## src/rtl/prom_boot_copier_if.sv

```systemverilog
// ---------------------------------------------------------------------------
// prom_boot_copier_if : PROM, RAM-write and boot status bundle of the copier
// Rev 1.0
// ---------------------------------------------------------------------------
`timescale 1ns/1ps
`default_nettype none

interface prom_boot_copier_if #(
  parameter int RAM_AW = 18
);
  logic              start;
  logic              prom_en;
  logic [9:0]        prom_addr;
  logic [31:0]       prom_data;
  logic              ram_wr;
  logic [RAM_AW-1:0] ram_addr;
  logic [31:0]       ram_wdata;
  logic              ram_ack;
  logic              busy;
  logic              done;
  logic              cpu_rst_n;
  logic [31:0]       checksum;

  modport master (
    input  start, prom_data, ram_ack,
    output prom_en, prom_addr, ram_wr, ram_addr, ram_wdata,
           busy, done, cpu_rst_n, checksum
  );

  modport slave (
    output start, prom_data, ram_ack,
    input  prom_en, prom_addr, ram_wr, ram_addr, ram_wdata,
           busy, done, cpu_rst_n, checksum
  );
endinterface

`default_nettype wire

```

## src/rtl/prom_boot_copier.sv

```systemverilog
// ---------------------------------------------------------------------------
// prom_boot_copier : copies the boot PROM image into RAM, holds CPU in reset
// Rev 1.0
// ---------------------------------------------------------------------------
`timescale 1ns/1ps
`default_nettype none

module prom_boot_copier #(
  parameter int                NUM_WORDS  = 1024,
  parameter int                RAM_AW     = 18,
  parameter logic [RAM_AW-1:0] RAM_BASE   = '0,
  parameter bit                AUTO_START = 1'b1
) (
  input  logic                       clk,
  input  logic                       rst_n,
  prom_boot_copier_if.master         bus
);

  typedef enum logic [1:0] {
    S_IDLE  = 2'd0,
    S_FETCH = 2'd1,
    S_WRITE = 2'd2,
    S_DONE  = 2'd3
  } state_t;

  localparam logic [9:0] c_LAST = 10'(NUM_WORDS - 1);

  state_t            r_state;
  logic [9:0]        r_index;
  logic [31:0]       r_checksum;
  logic [RAM_AW-1:0] r_ram_addr;
  logic              r_ram_wr;
  logic              r_busy;
  logic              r_done;
  logic              r_cpu_rst_n;

  logic w_last;
  logic w_advance;
  logic w_start_ok;

  assign w_last     = (r_index == c_LAST);
  assign w_advance  = (r_state == S_WRITE) && bus.ram_ack && !w_last;
  assign w_start_ok = ((r_state == S_IDLE) && (AUTO_START || bus.start)) ||
                      ((r_state == S_DONE) && bus.start);

  always_ff @(posedge clk or negedge rst_n) begin
    if (!rst_n) begin
      r_state     <= S_IDLE;
      r_index     <= '0;
      r_checksum  <= '0;
      r_ram_addr  <= RAM_BASE;
      r_ram_wr    <= 1'b0;
      r_busy      <= 1'b0;
      r_done      <= 1'b0;
      r_cpu_rst_n <= 1'b0;
    end else begin
      case (r_state)
        S_IDLE, S_DONE: begin
          if (w_start_ok) begin
            r_state     <= S_FETCH;
            r_index     <= '0;
            r_checksum  <= '0;
            r_ram_addr  <= RAM_BASE;
            r_busy      <= 1'b1;
            r_done      <= 1'b0;
            r_cpu_rst_n <= 1'b0;
          end
        end
        S_FETCH: begin
          r_state  <= S_WRITE;
          r_ram_wr <= 1'b1;
        end
        S_WRITE: begin
          // Without an ack nothing moves, so the PROM output and the write hold.
          if (bus.ram_ack) begin
            r_checksum <= r_checksum + bus.prom_data;
            if (w_last) begin
              r_state     <= S_DONE;
              r_ram_wr    <= 1'b0;
              r_busy      <= 1'b0;
              r_done      <= 1'b1;
              r_cpu_rst_n <= 1'b1;
            end else begin
              r_index    <= r_index + 10'd1;
              r_ram_addr <= r_ram_addr + RAM_AW'(1);
            end
          end
        end
        default: r_state <= S_IDLE;
      endcase
    end
  end

  // Next word is requested in the ack cycle so it arrives as the write advances.
  assign bus.prom_en   = (r_state == S_FETCH) || w_advance;
  assign bus.prom_addr = w_advance ? (r_index + 10'd1) : r_index;

  assign bus.ram_wr    = r_ram_wr;
  assign bus.ram_addr  = r_ram_addr;
  assign bus.ram_wdata = r_ram_wr ? bus.prom_data : 32'd0;
  assign bus.busy      = r_busy;
  assign bus.done      = r_done;
  assign bus.cpu_rst_n = r_cpu_rst_n;
  assign bus.checksum  = r_checksum;

endmodule

`default_nettype wire

```

## src/flat_wrapper.sv

```systemverilog
// flat-port wrapper written by rule: the top's interface ports become plain ports
module prom_boot_copier_flat 
#(
  parameter int                NUM_WORDS  = 1024,
  parameter int                RAM_AW     = 18,
  parameter logic [RAM_AW-1:0] RAM_BASE   = '0,
  parameter bit                AUTO_START = 1'b1
)
  (clk, rst_n, bus_start, bus_prom_data, bus_ram_ack, bus_prom_en, bus_prom_addr, bus_ram_wr, bus_ram_addr, bus_ram_wdata, bus_busy, bus_done, bus_cpu_rst_n, bus_checksum);
  prom_boot_copier_if #(.RAM_AW(RAM_AW)) bus_i ();
  input  logic clk;
  input  logic rst_n;
  input wire logic [$bits(bus_i.start)-1:0] bus_start;
  input wire logic [$bits(bus_i.prom_data)-1:0] bus_prom_data;
  input wire logic [$bits(bus_i.ram_ack)-1:0] bus_ram_ack;
  output wire logic [$bits(bus_i.prom_en)-1:0] bus_prom_en;
  output wire logic [$bits(bus_i.prom_addr)-1:0] bus_prom_addr;
  output wire logic [$bits(bus_i.ram_wr)-1:0] bus_ram_wr;
  output wire logic [$bits(bus_i.ram_addr)-1:0] bus_ram_addr;
  output wire logic [$bits(bus_i.ram_wdata)-1:0] bus_ram_wdata;
  output wire logic [$bits(bus_i.busy)-1:0] bus_busy;
  output wire logic [$bits(bus_i.done)-1:0] bus_done;
  output wire logic [$bits(bus_i.cpu_rst_n)-1:0] bus_cpu_rst_n;
  output wire logic [$bits(bus_i.checksum)-1:0] bus_checksum;
  assign bus_i.start = bus_start;
  assign bus_i.prom_data = bus_prom_data;
  assign bus_i.ram_ack = bus_ram_ack;
  assign bus_prom_en = bus_i.prom_en;
  assign bus_prom_addr = bus_i.prom_addr;
  assign bus_ram_wr = bus_i.ram_wr;
  assign bus_ram_addr = bus_i.ram_addr;
  assign bus_ram_wdata = bus_i.ram_wdata;
  assign bus_busy = bus_i.busy;
  assign bus_done = bus_i.done;
  assign bus_cpu_rst_n = bus_i.cpu_rst_n;
  assign bus_checksum = bus_i.checksum;
  prom_boot_copier #(.NUM_WORDS(NUM_WORDS), .RAM_AW(RAM_AW), .RAM_BASE(RAM_BASE), .AUTO_START(AUTO_START)) u_core (.clk(clk), .rst_n(rst_n), .bus(bus_i));
endmodule
```

## config.mk

```make
export PLATFORM = sky130hd
export DESIGN_NAME = prom_boot_copier_flat
export DESIGN_NICKNAME = d
export VERILOG_FILES = /design/src/rtl/prom_boot_copier_if.sv /design/src/rtl/prom_boot_copier.sv /design/src/flat_wrapper.sv
export SDC_FILE = /design/constraint.sdc
export NUM_CORES = 1
export LEC_CHECK = 0
export CAP_MARGIN = 20
export CORE_ASPECT_RATIO = 1.5
export CORE_UTILIZATION = 50
export CTS_CLUSTER_SIZE = 40
export DETAILED_ROUTE_END_ITERATION = 6
export PLACE_DENSITY = 0.88
export SYNTH_ARGS = -nofsm -noshare
export SYNTH_HDL_FRONTEND = slang
export SYNTH_SLANG_ARGS = --single-unit
```

## constraint.sdc

```tcl
create_clock -name clk -period 5.35 [get_ports clk]
set_input_delay 1.605 -clock clk [delete_from_list [all_inputs] [get_ports clk]]
set_output_delay 1.605 -clock clk [all_outputs]
set_load 0.005 [all_outputs]
```

# ---- Word-level counts from Yosys, hierarchy flattened
# Cells that the tools add are included.
dict set report op_classes {
  n_mux 26
  reduce_logical 15
  n_addsub 3
  eq_ne 8
}
# op n
set ops {}
lappend ops {{2-to-1 mux 32 bit} 3}
lappend ops {{case mux 32 bit (2 select lines)} 1}
lappend ops {{2-to-1 mux 18 bit} 3}
lappend ops {{2-to-1 mux 10 bit} 4}
lappend ops {{case mux 18 bit (2 select lines)} 1}
lappend ops {{adder 32 bit} 1}
lappend ops {{case mux 10 bit (2 select lines)} 1}
lappend ops {{adder 18 x 1 -> 18 bit, second input constant} 1}
lappend ops {{adder 10 x 1 -> 10 bit, second input constant} 1}
lappend ops {{== test 10 bit, second input constant} 1}
lappend ops {{AND reduction 3 bit} 3}
lappend ops {{AND reduction 4 bit} 2}
lappend ops {{2-to-1 mux 1 bit} 6}
lappend ops {{2-to-1 mux 2 bit} 3}
lappend ops {{case mux 1 bit (2 select lines)} 3}
lappend ops {{case mux 2 bit (3 select lines)} 1}
lappend ops {{== test 2 bit, second input constant} 2}
lappend ops {{inequality test 2 x 1 -> 1 bit, second input constant} 2}
lappend ops {{inequality test 2 bit, second input constant} 2}
lappend ops {{nonzero test 2 bit} 2}
lappend ops {{logical AND 1 bit} 3}
lappend ops {{== test 2 x 1 -> 1 bit, second input constant} 1}
lappend ops {{logical NOT 2 bit} 1}
lappend ops {{logical OR 1 bit} 2}
lappend ops {{other kinds (2)} 2}
dict set report word_totals {
  regBits 65
  in_bits 36
  wordCells 59
  output_inout_bits 97
}

# ---- Longest topological paths before layout
# Gate-level depths: netlist of the first run.
dict set report logic_depth {
  ltp_word 5
  mapped_depth 13
  mapped_depth_nobuf 12
}

# ---- Least setup slack after synthesis of the first run
# No wires, ideal clock.
dict set report synth_timing {
  path_kind {input to register}
  start {input bus_prom_data[0]}
  end {register u_core.r_checksum[30], in the netlist u_core.bus.checksum[30]}
  required_ps 5219
  path_slack_ps 1397
  arrival_ps 3821
  stages 12
  setup_time_ps 131
  n_path_buf 0
  cell_sequence {ha_1 > inv_1 > fa_1 > nor2b_4 > o31a_1 > o211a_4 > o21ai_2 > a211oi_2 > a31oi_4 > o31ai_4 > nor2_1 > or3_1}
}
dict set report synth_between {
  elab_chain_len 3
}
# element line
set synth_lines {}
lappend synth_lines {{start, declared} flat_wrapper.sv:14} ;# input wire logic [$bits(bus_i.prom_data)-1:0] bus_prom_data;
lappend synth_lines {{adder 32 bit} prom_boot_copier.sv:76} ;# r_checksum <= r_checksum + bus.prom_data;
lappend synth_lines {{2-to-1 mux 32 bit} prom_boot_copier.sv:75} ;# if (bus.ram_ack) begin
lappend synth_lines {{case mux 32 bit (2 select lines)} prom_boot_copier.sv:57} ;# case (r_state)
lappend synth_lines {{end signal, assigned} prom_boot_copier.sv:76}
lappend synth_lines {{end, declared} prom_boot_copier.sv:30} ;# logic [31:0] r_checksum;
# No other way between the ends. The select of a mux whose other input is x is not followed.
# A chain may end at the register's enable or synchronous reset.

# ---- Final worst setup path of the first run
dict set report layout_timing {
  start {input bus_ram_ack}
  end {output bus_prom_addr[2]}
}
dict set report layout_between {
  elab_chain_len 3
}
# element line
set layout_lines {}
lappend layout_lines {{start, declared} flat_wrapper.sv:15} ;# input wire logic [$bits(bus_i.ram_ack)-1:0] bus_ram_ack;
lappend layout_lines {{logical AND 1 bit (2 in a row)} prom_boot_copier.sv:42} ;# assign w_advance = (r_state == S_WRITE) && bus.ram_ack && !w_last;
lappend layout_lines {{2-to-1 mux 10 bit} prom_boot_copier.sv:96} ;# assign bus.prom_addr = w_advance ? (r_index + 10'd1) : r_index;
lappend layout_lines {{end, declared} flat_wrapper.sv:17} ;# output wire logic [$bits(bus_i.prom_addr)-1:0] bus_prom_addr;
# No other way between the ends.

==> summary.md, run 1 <==
Count of buffering cells on the critical path with inverters included: 2. The tools report the launching element type of the critical path as a primary input. Yosys mapped a number of flops with a built-in enable equal to 0. In the final layout, the share of cells above drive strength 1 is 5.81%.

The library cells used most frequently in the layout, excluding fill and tap cells, are sky130_fd_sc_hd__clkdlybuf4s50_1 (131), sky130_fd_sc_hd__nand2_1 (82), sky130_fd_sc_hd__dfrtp_1 (65). The cell area that synthesis handed to floorplanning was 4840 sq um. Sorting the synthesized cells by area gives the leading types as sky130_fd_sc_hd__dfrtp_1 (34%), sky130_fd_sc_hd__ha_1 (9.8%), sky130_fd_sc_hd__nand2_1 (6.4%). At the placement stage, the worst setup path has a slack of 378 ps. Synthesis produced a netlist with a net count of 635. In this run, distinct cell masters in the synthesized netlist total 66. Arrival time at the worst endpoint: 3410 ps. In the routed design, unresolved DRC markers number 0.

Across all layers, the routed design uses 4651 vias. Final worst-path cycle share: 93.7%. Across the routed clock network, the largest skew measured is 6.17 ps. In this design, the critical path's most frequently occurring cell is sky130_fd_sc_hd__clkdlybuf4s50_1. The diode insertion count for antenna repair is 0. The first TritonRoute pass finished after 5 iterations. Hold timing on the final database bottoms out at a slack of 507 ps. The run gives 4656 as the via count of the first global-routing pass. The min-delay analysis places its worst path in the category register to register. Relative to the synthesized area, the layout overhead comes to 34.1%.

For this run, the share of the core covered by cells in the final layout is 69.8%. Detailed placement finished with a half-perimeter wire length of 9600 um. Grouping stages by cell kind, the critical path spends the most delay in buffers and inverters. Total of buffers placed on input and output ports: 132. The run gives 44 as the maximum number of pins on one net before global-route repair. The tools report the root cell of the clock tree as sky130_fd_sc_hd__clkbuf_16. The number of gates resized after CTS was 0.

The die covers 10100 sq um. The logs give 20700 um for the first-pass GRT wire length and 199 MHz for the highest achievable clock rate. The analysis attributes to cell leakage a power of 2.79 nW. Counting tap cells, the placed design contains a total of 784 instances. Walking the worst path, the cells encountered are clkdlybuf4s50_1 -> and3_1 -> nand2_1 -> xnor2_1 -> clkdlybuf4s50_1. Overall power consumption after layout is estimated at 3.04 mW. In the global route stage, overall resource usage came out at 26.7%. CTS built an H-tree with a depth of 3. The minimum period implied by the final worst setup slack is 5010 ps. The timing startpoint of the critical path is bus_ram_ack. The clock network fraction of design power is 20.9%, and the die width is 82.4 um. The total count of max-transition violations in the final report is 0. The residual antenna-violating net count after detailed routing came out at 0. Reg-to-reg critical path startpoint: u_core.r_state[0]$_DFFE_PN0P_.

For the number of max-capacitance violations reported, the log shows 0. The total internal power was 1.87 mW. Summed over all layers, the global routing overflow is 0. For this run, the register share of the synthesized area comes to 33.6%. The power share of the sequential group is 25.9%, and the count of endpoints failing hold in the final timing report is 0.

The post-CTS setup buffer count was 0; the final weighted congestion of routability-driven global placement was 0.877. From bottom edge to top edge, the die measures 123 um. The final layout contains routed wiring with a total length of 13000 um. The critical path data required time is 3740 ps. Summing all placed instances gives a cell area of 6170 sq um.

Mean area per synthesized cell: 8.65 sq um. The tools report the endpoint class of the critical path as an output port. After clock tree synthesis, the clock-pin slew on the worst setup and hold paths is 60 ps. For the area of the core, the log shows 9310 sq um. In this run the power spent charging and discharging nets is 1.17 mW. For this block, the initial DRC count from the detailed router was 227.

The final-report setup violation count came out at 0. The tools report the clock insertion delay at the later pin of the skew report as 340 ps. The number of buffers added by the clock tree synthesis step came out at 9.

For the number of buffers between clock root and the deepest sink, the log shows 2. The biggest area contributor in the post-synthesis netlist is sky130_fd_sc_hd__dfrtp_1. After detailed routing, the number of vias per cell comes to 5.81. Yosys printed 0 warnings. Among all flip-flop cells after synthesis, the most frequent one is sky130_fd_sc_hd__dfrtp_1. TritonCTS built the clock tree. Kind of critical path: primary input to output port. The cell count after synthesis came out at 560.

The library cell contributing the largest single delay on the critical path is sky130_fd_sc_hd__clkdlybuf4s50_1. The area fraction of the dominant cell type after synthesis came out at 33.6%. The most common cell after layout, fill and taps aside was sky130_fd_sc_hd__clkdlybuf4s50_1. For this run, asynchronously set or reset flops after synthesis account for 100%. The average wire per standard cell was 16.3 um; the number of antenna violations at the first check in global routing was 0. The run finished with clean final reports. Hold repair after CTS inserted 0 buffers.

The number of top-level pins is 133, and the starting density of the core is 52.0%. The ratio of total power to cell area works out to 469 nW/um^2. For the pin with the worst max-slew slack, the measured transition is 1050 ps.

Setup total negative slack on the finished layout was measured at 0 ps. After layout, the worst setup slack is 336 ps. The run gives 65 as the number of clock sinks.

The logs give 0.247 mV for the worst-case vdd ir drop and 53.1% for the logic gate share of total power. Of all nets on the critical path, the largest fanout is 11. The synthesized design contains 65 register bits.

In this run switching power makes up 38.5% of total power. The finished layout holds 800 standard cells, fillers aside. Cell area after layout: 6490 sq um.

Measured against its own limit, the worst slew margin works out to 29.4%. The final layout contains 758 nets. Setup repair after global routing left no endpoint under its margin. In this design, the stage delay of the slowest critical-path cell is 530 ps. Start point of the worst hold path: u_core.bus.checksum[3]$_DFFE_PN0P_.

The number of placement rows came out at 43.
worst paths after layout:
kind	to	slack, ps	cells past startpoint
worst max-delay path	bus_prom_addr[2]	340	5
worst min-delay path	u_core.bus.checksum[3]$_DFFE_PN0P_	510	2
worst max register to register	u_core.bus.ram_addr[9]$_DFFE_PN0P_	1990	9
worst min register to register	u_core.bus.checksum[3]$_DFFE_PN0P_	510	2
max in group asynchronous	u_core.bus.ram_addr[5]$_DFFE_PN0P_	3130	2
min in group asynchronous	u_core.bus.done$_DFFE_PN0P_	1250	1
layout make-up:
class | instances | area, sq um
clock buffers | 9 | 225
inverters | 9 | 33.8
well taps | 112 | 140
flip-flops and latches | 65 | 1630
repair buffers | 135 | 1340
multi-input cells | 463 | 3030
clock inverters | 7 | 93.8
fillers | 707 | 2820
cells by family (layout without fill, tap and decap cells):
family	after synthesis	count (layout)	synth area share, %
and+or+nand+nor	223	223	23.3
AOI/OAI and AO/OA	153	153	20.4
DFF	65	65	33.6
adders and majority gates	39	39	10.2
buffers and inverters	32	160	3.75
muxes	3	3	0.646
xor gates and xnor gates	45	45	8.14
cell usage after synthesis, drive strengths merged (9+ instances only):
| library cell | count |
|---|---|
| a21o | 15 |
| a21oi | 37 |
| and2 | 33 |
| and3 | 9 |
| clkbuf | 14 |
| dfrtp | 65 |
| ha | 38 |
| inv | 9 |
| nand2 | 82 |
| nand3 | 18 |
| nand4 | 12 |
| nor2 | 34 |
| o21ai | 64 |
| xnor2 | 21 |
| xor2 | 24 |
registers in the layout (all words and copies together) (netlist names):
register             count
u_core.r_state           2
u_core.bus.ram_wr        1
u_core.bus.busy          1
u_core.bus.checksum     32
u_core.r_index          10
u_core.bus.done          1
u_core.bus.ram_addr     18
tightest hold or removal path, stage by stage, from the launching register on:
cell and delay [ps]:
sky130_fd_sc_hd__dfrtp_1 360, sky130_fd_sc_hd__nand2_1 50, sky130_fd_sc_hd__o21ai_0 60
per-layer routing:
layer | global-route usage [%] | vias to the layer above | routed length (um)
li1 | - | 2225 | -
met1 | 28.3 | 2212 | 4920
met2 | 49.6 | 181 | 7010
met3 | 4.83 | 33 | 738
met4 | 11.8 | 0 | 344
met5 | 0 | - | 0
power by group through the flow:
stage          sequential (mW)  combinational [mW]  clock [mW]
6_report                 0.789                1.62       0.637
3_5_place_dp             0.792                1.59           0
4_1_cts                  0.787                1.61       0.642
3_3_place_gp             0.786                1.55           0
2_1_floorplan            0.779                1.05           0
5_1_grt                  0.811                1.78       0.666
No activity file was read; power rests on OpenSTA's default activity.
==> run 2, diff against run 1 <==
Settings changed: CORE_UTILIZATION 50 to 49, PLACE_DENSITY 0.88 to 0.86.
Clock period 5.35 ns to 5.1 ns, I/O delays scaled along.
==> summary.md, run 2 (synthesized netlist as in run 1, its figures left out) <==
No sink is reached through more buffers than the 2 on the longest clock path. Pin placement for this block handled 133 I/O pins. At the end of routability-driven placement, the weighted congestion stood at 0.871. For the count of nets after finishing, the log shows 762.

The clock transition at the registers of the reported paths was 60 ps. The most common cell after layout, fill and taps aside is sky130_fd_sc_hd__clkdlybuf4s50_1. Dividing the detail-routed via count by the number of cells gives 5.83. For the worst clock skew on the final layout, the log shows 5.87 ps. The path type of the worst min-delay path was register to register. The average wire per standard cell was 16.4 um. The count of buffering cells on the critical path with inverters included was 2.

The kind of critical path is primary input to output port. After routing, the total negative slack on setup checks comes to 0 ps. Critical path data required time: 3570 ps. The run gives 4589 as the via count of the first global-routing pass. The number of fill cells in the layout is 743, and the cell count of the worst reg-to-reg path is 9. The number of antenna violations at the first check in global routing is 0, and the area added between synthesis and finish is 35.2%. The first-pass GRT wire length is 21500 um. For this design the static power due to leakage is 2.82 nW. Clock tree synthesis found a total of 65 sinks. For this design, the slowest cell found on the critical path is sky130_fd_sc_hd__clkdlybuf4s50_1. STA puts the critical path data arrival time at 3250 ps. The highest achievable clock rate was 209 MHz. The worst setup path is captured at an output port. The final worst-path cycle share is 93.8%. The run gives 221 as the violation count after the first detailed-routing iteration. For the total count of max-transition violations in the final report, the log shows 0. Measured along the x axis, the die boundary spans 83.2 um. The run gives 13200 um as the detailed-route wire length. The register-to-register setup slack was 2030 ps; the fraction of layout cells with a size suffix above 1 was 6.36%. For the post-CTS setup buffer count, the log shows 0. For the count of endpoints failing hold in the final timing report, the log shows 0. Measured against its own limit, the worst slew margin works out to 31.6%.

The worst hold path was traced through 2 stages. Setup violations remaining at the end of the flow were counted as 0. The pin slew with the least headroom to its limit was 1020 ps.

In this run the most critical hold path is launched from u_core.bus.checksum[29]$_DFFE_PN0P_. Clock network fraction of design power: 21.2%. The worst setup path is launched from a primary input. Across the run, the number of max-cap violations was 0. The die footprint is 10300 sq um, and the ratio of total power to cell area is 490 nW/um^2. Port buffering added 132 buffers.

The tools report the detailed-placement wirelength estimate as 9630 um. Among cell families on the critical path, the largest total delay comes from buffers and inverters. The residual antenna-violating net count after detailed routing is 0, and the minimum period implied by the final worst setup slack is 4780 ps. The root cell of the clock tree was sky130_fd_sc_hd__clkbuf_16.

The later pin in the worst-skew pair is clocked with a latency of 330 ps. The top cell types in the final layout, fill and taps aside, are sky130_fd_sc_hd__clkdlybuf4s50_1 (131), sky130_fd_sc_hd__nand2_1 (82), sky130_fd_sc_hd__dfrtp_1 (65). The tools report the number of placement rows as 44.

Diode insertion count for antenna repair: 0. Along the worst path, the maximum fanout reaches 11. The register with the most flip-flops in the layout has 32 of them.

The reported net switching power was 1.24 mW; the logic gate share of total power was 52.9%. In this run the number of H-tree levels came out at 3. For the total power of the final layout, the log shows 3.21 mW. For this configuration, the core starts out at a cell density of 50.3%.

Across the VDD grid, the largest voltage drop is 0.305 mV. By instance count, the cell type seen most on the critical path is sky130_fd_sc_hd__clkdlybuf4s50_1. The run gives 0 as the post-cts hold buffer count. The run finished with clean final reports. The final routed DRC violation total is 0. The number of gates resized after CTS was 0. Per report_power, the sequential group accounts for 25.9% of the total. The region available for standard cell placement spans 9630 sq um.

The worst register-to-register path begins at u_core.r_state[0]$_DFFE_PN0P_. In this run switching power makes up 38.6% of total power. Traced cell by cell, the critical path runs through clkdlybuf4s50_1 -> and3_1 -> nand2_1 -> xnor2_1 -> clkdlybuf4s50_1. In this run the critical register-to-register path is captured at u_core.r_index[2]$_DFFE_PN0P_. The global-route usage over all layers is 25.8%, and the maximum number of pins on one net before global-route repair is 41. Buffers inserted during clock tree synthesis total 9.

The total overflow left after global routing is 0. The delay of the slowest cell on the worst path was 530 ps. Internal power comes to 1.97 mW. For this block, the via count after detailed routing is 4708. Count of TritonRoute iterations in the first routing pass: 5. TritonCTS built the clock tree. For the total placed instance area, the log shows 6220 sq um. The die extent in y is 124 um. For the cell area after layout, the log shows 6550 sq um.

Setup repair after global routing left no endpoint under its margin. For hold timing, the worst endpoint is u_core.bus.checksum[29]$_DFFE_PN0P_.
## run 2: cell count changes in the layout (fill, tap and decap cells not counted)
cell                         before  now
sky130_fd_sc_hd__buf_12           0    1
sky130_fd_sc_hd__clkinv_4         0    3
sky130_fd_sc_hd__clkinvlp_4       2    1
sky130_fd_sc_hd__clkinv_2         2    0
sky130_fd_sc_hd__buf_4            3    6
## run 2: worst max path at each step
stage,from,end,slack [ps],cells past startpoint
after global placement,bus_ram_ack,bus_prom_addr[1],400,4
after CTS,bus_ram_ack,bus_prom_addr[9],320,5
after floorplan,bus_prom_data[0],u_core.bus.checksum[30]$_DFFE_PN0P_,1220,12
after detailed placement,bus_ram_ack,bus_prom_addr[9],320,5
after global routing,bus_ram_ack,bus_prom_addr[7],230,5
final,bus_ram_ack,bus_prom_addr[9],320,5
## run 2: power groups by stage
stage	Clock (mW)	Combinational [mW]	Sequential, mW
after floorplan	0	1.10	0.818
after global placement	0	1.63	0.827
after detailed placement	0	1.67	0.835
after CTS	0.689	1.69	0.829
after global routing	0.705	1.87	0.854
final	0.680	1.70	0.831
## run 2: final cells by class
cell class | instances | area [sq um] | share of cell area (%)
clock buffer | 9 | 225 | 3.44
sequential | 65 | 1630 | 24.8
clock inverter | 7 | 103 | 1.57
inverter | 9 | 33.8 | 0.516
multi-input combinational | 463 | 3030 | 46.3
tap | 115 | 144 | 2.20
timing repair buffer | 139 | 1380 | 21.1
## run 2: layer usage
layer,global-route usage [%],share of wire (%)
met5,0,0
met4,11.0,2.5
met3,4.17,5.1
met2,48.3,53
met1,29.1,39
## run 2: worst reg2reg max path: cells and delay by family (launching register included)
family / cells / cell delay [ps]
AO/OA/AOI/OAI: 4 / 760
AND/OR/NAND/NOR: 3 / 1320
buffers and inverters: 1 / 90
flip-flops: 1 / 420
adder cells (fa/ha/maj): 1 / 400
## run 2: through the flow
stage / hold slack [ps] / util [%] / cells / setup slack (ps)
after global routing: 555 / 68.0 / 807 / 234
after detailed placement: 505 / 64.6 / 791 / 324
after global placement: 494 / 64.4 / 790 / 397
after CTS: 517 / 68.0 / 807 / 324
final: 513 / 68.0 / 807 / 316
after floorplan: 495 / - / 560 / 1220
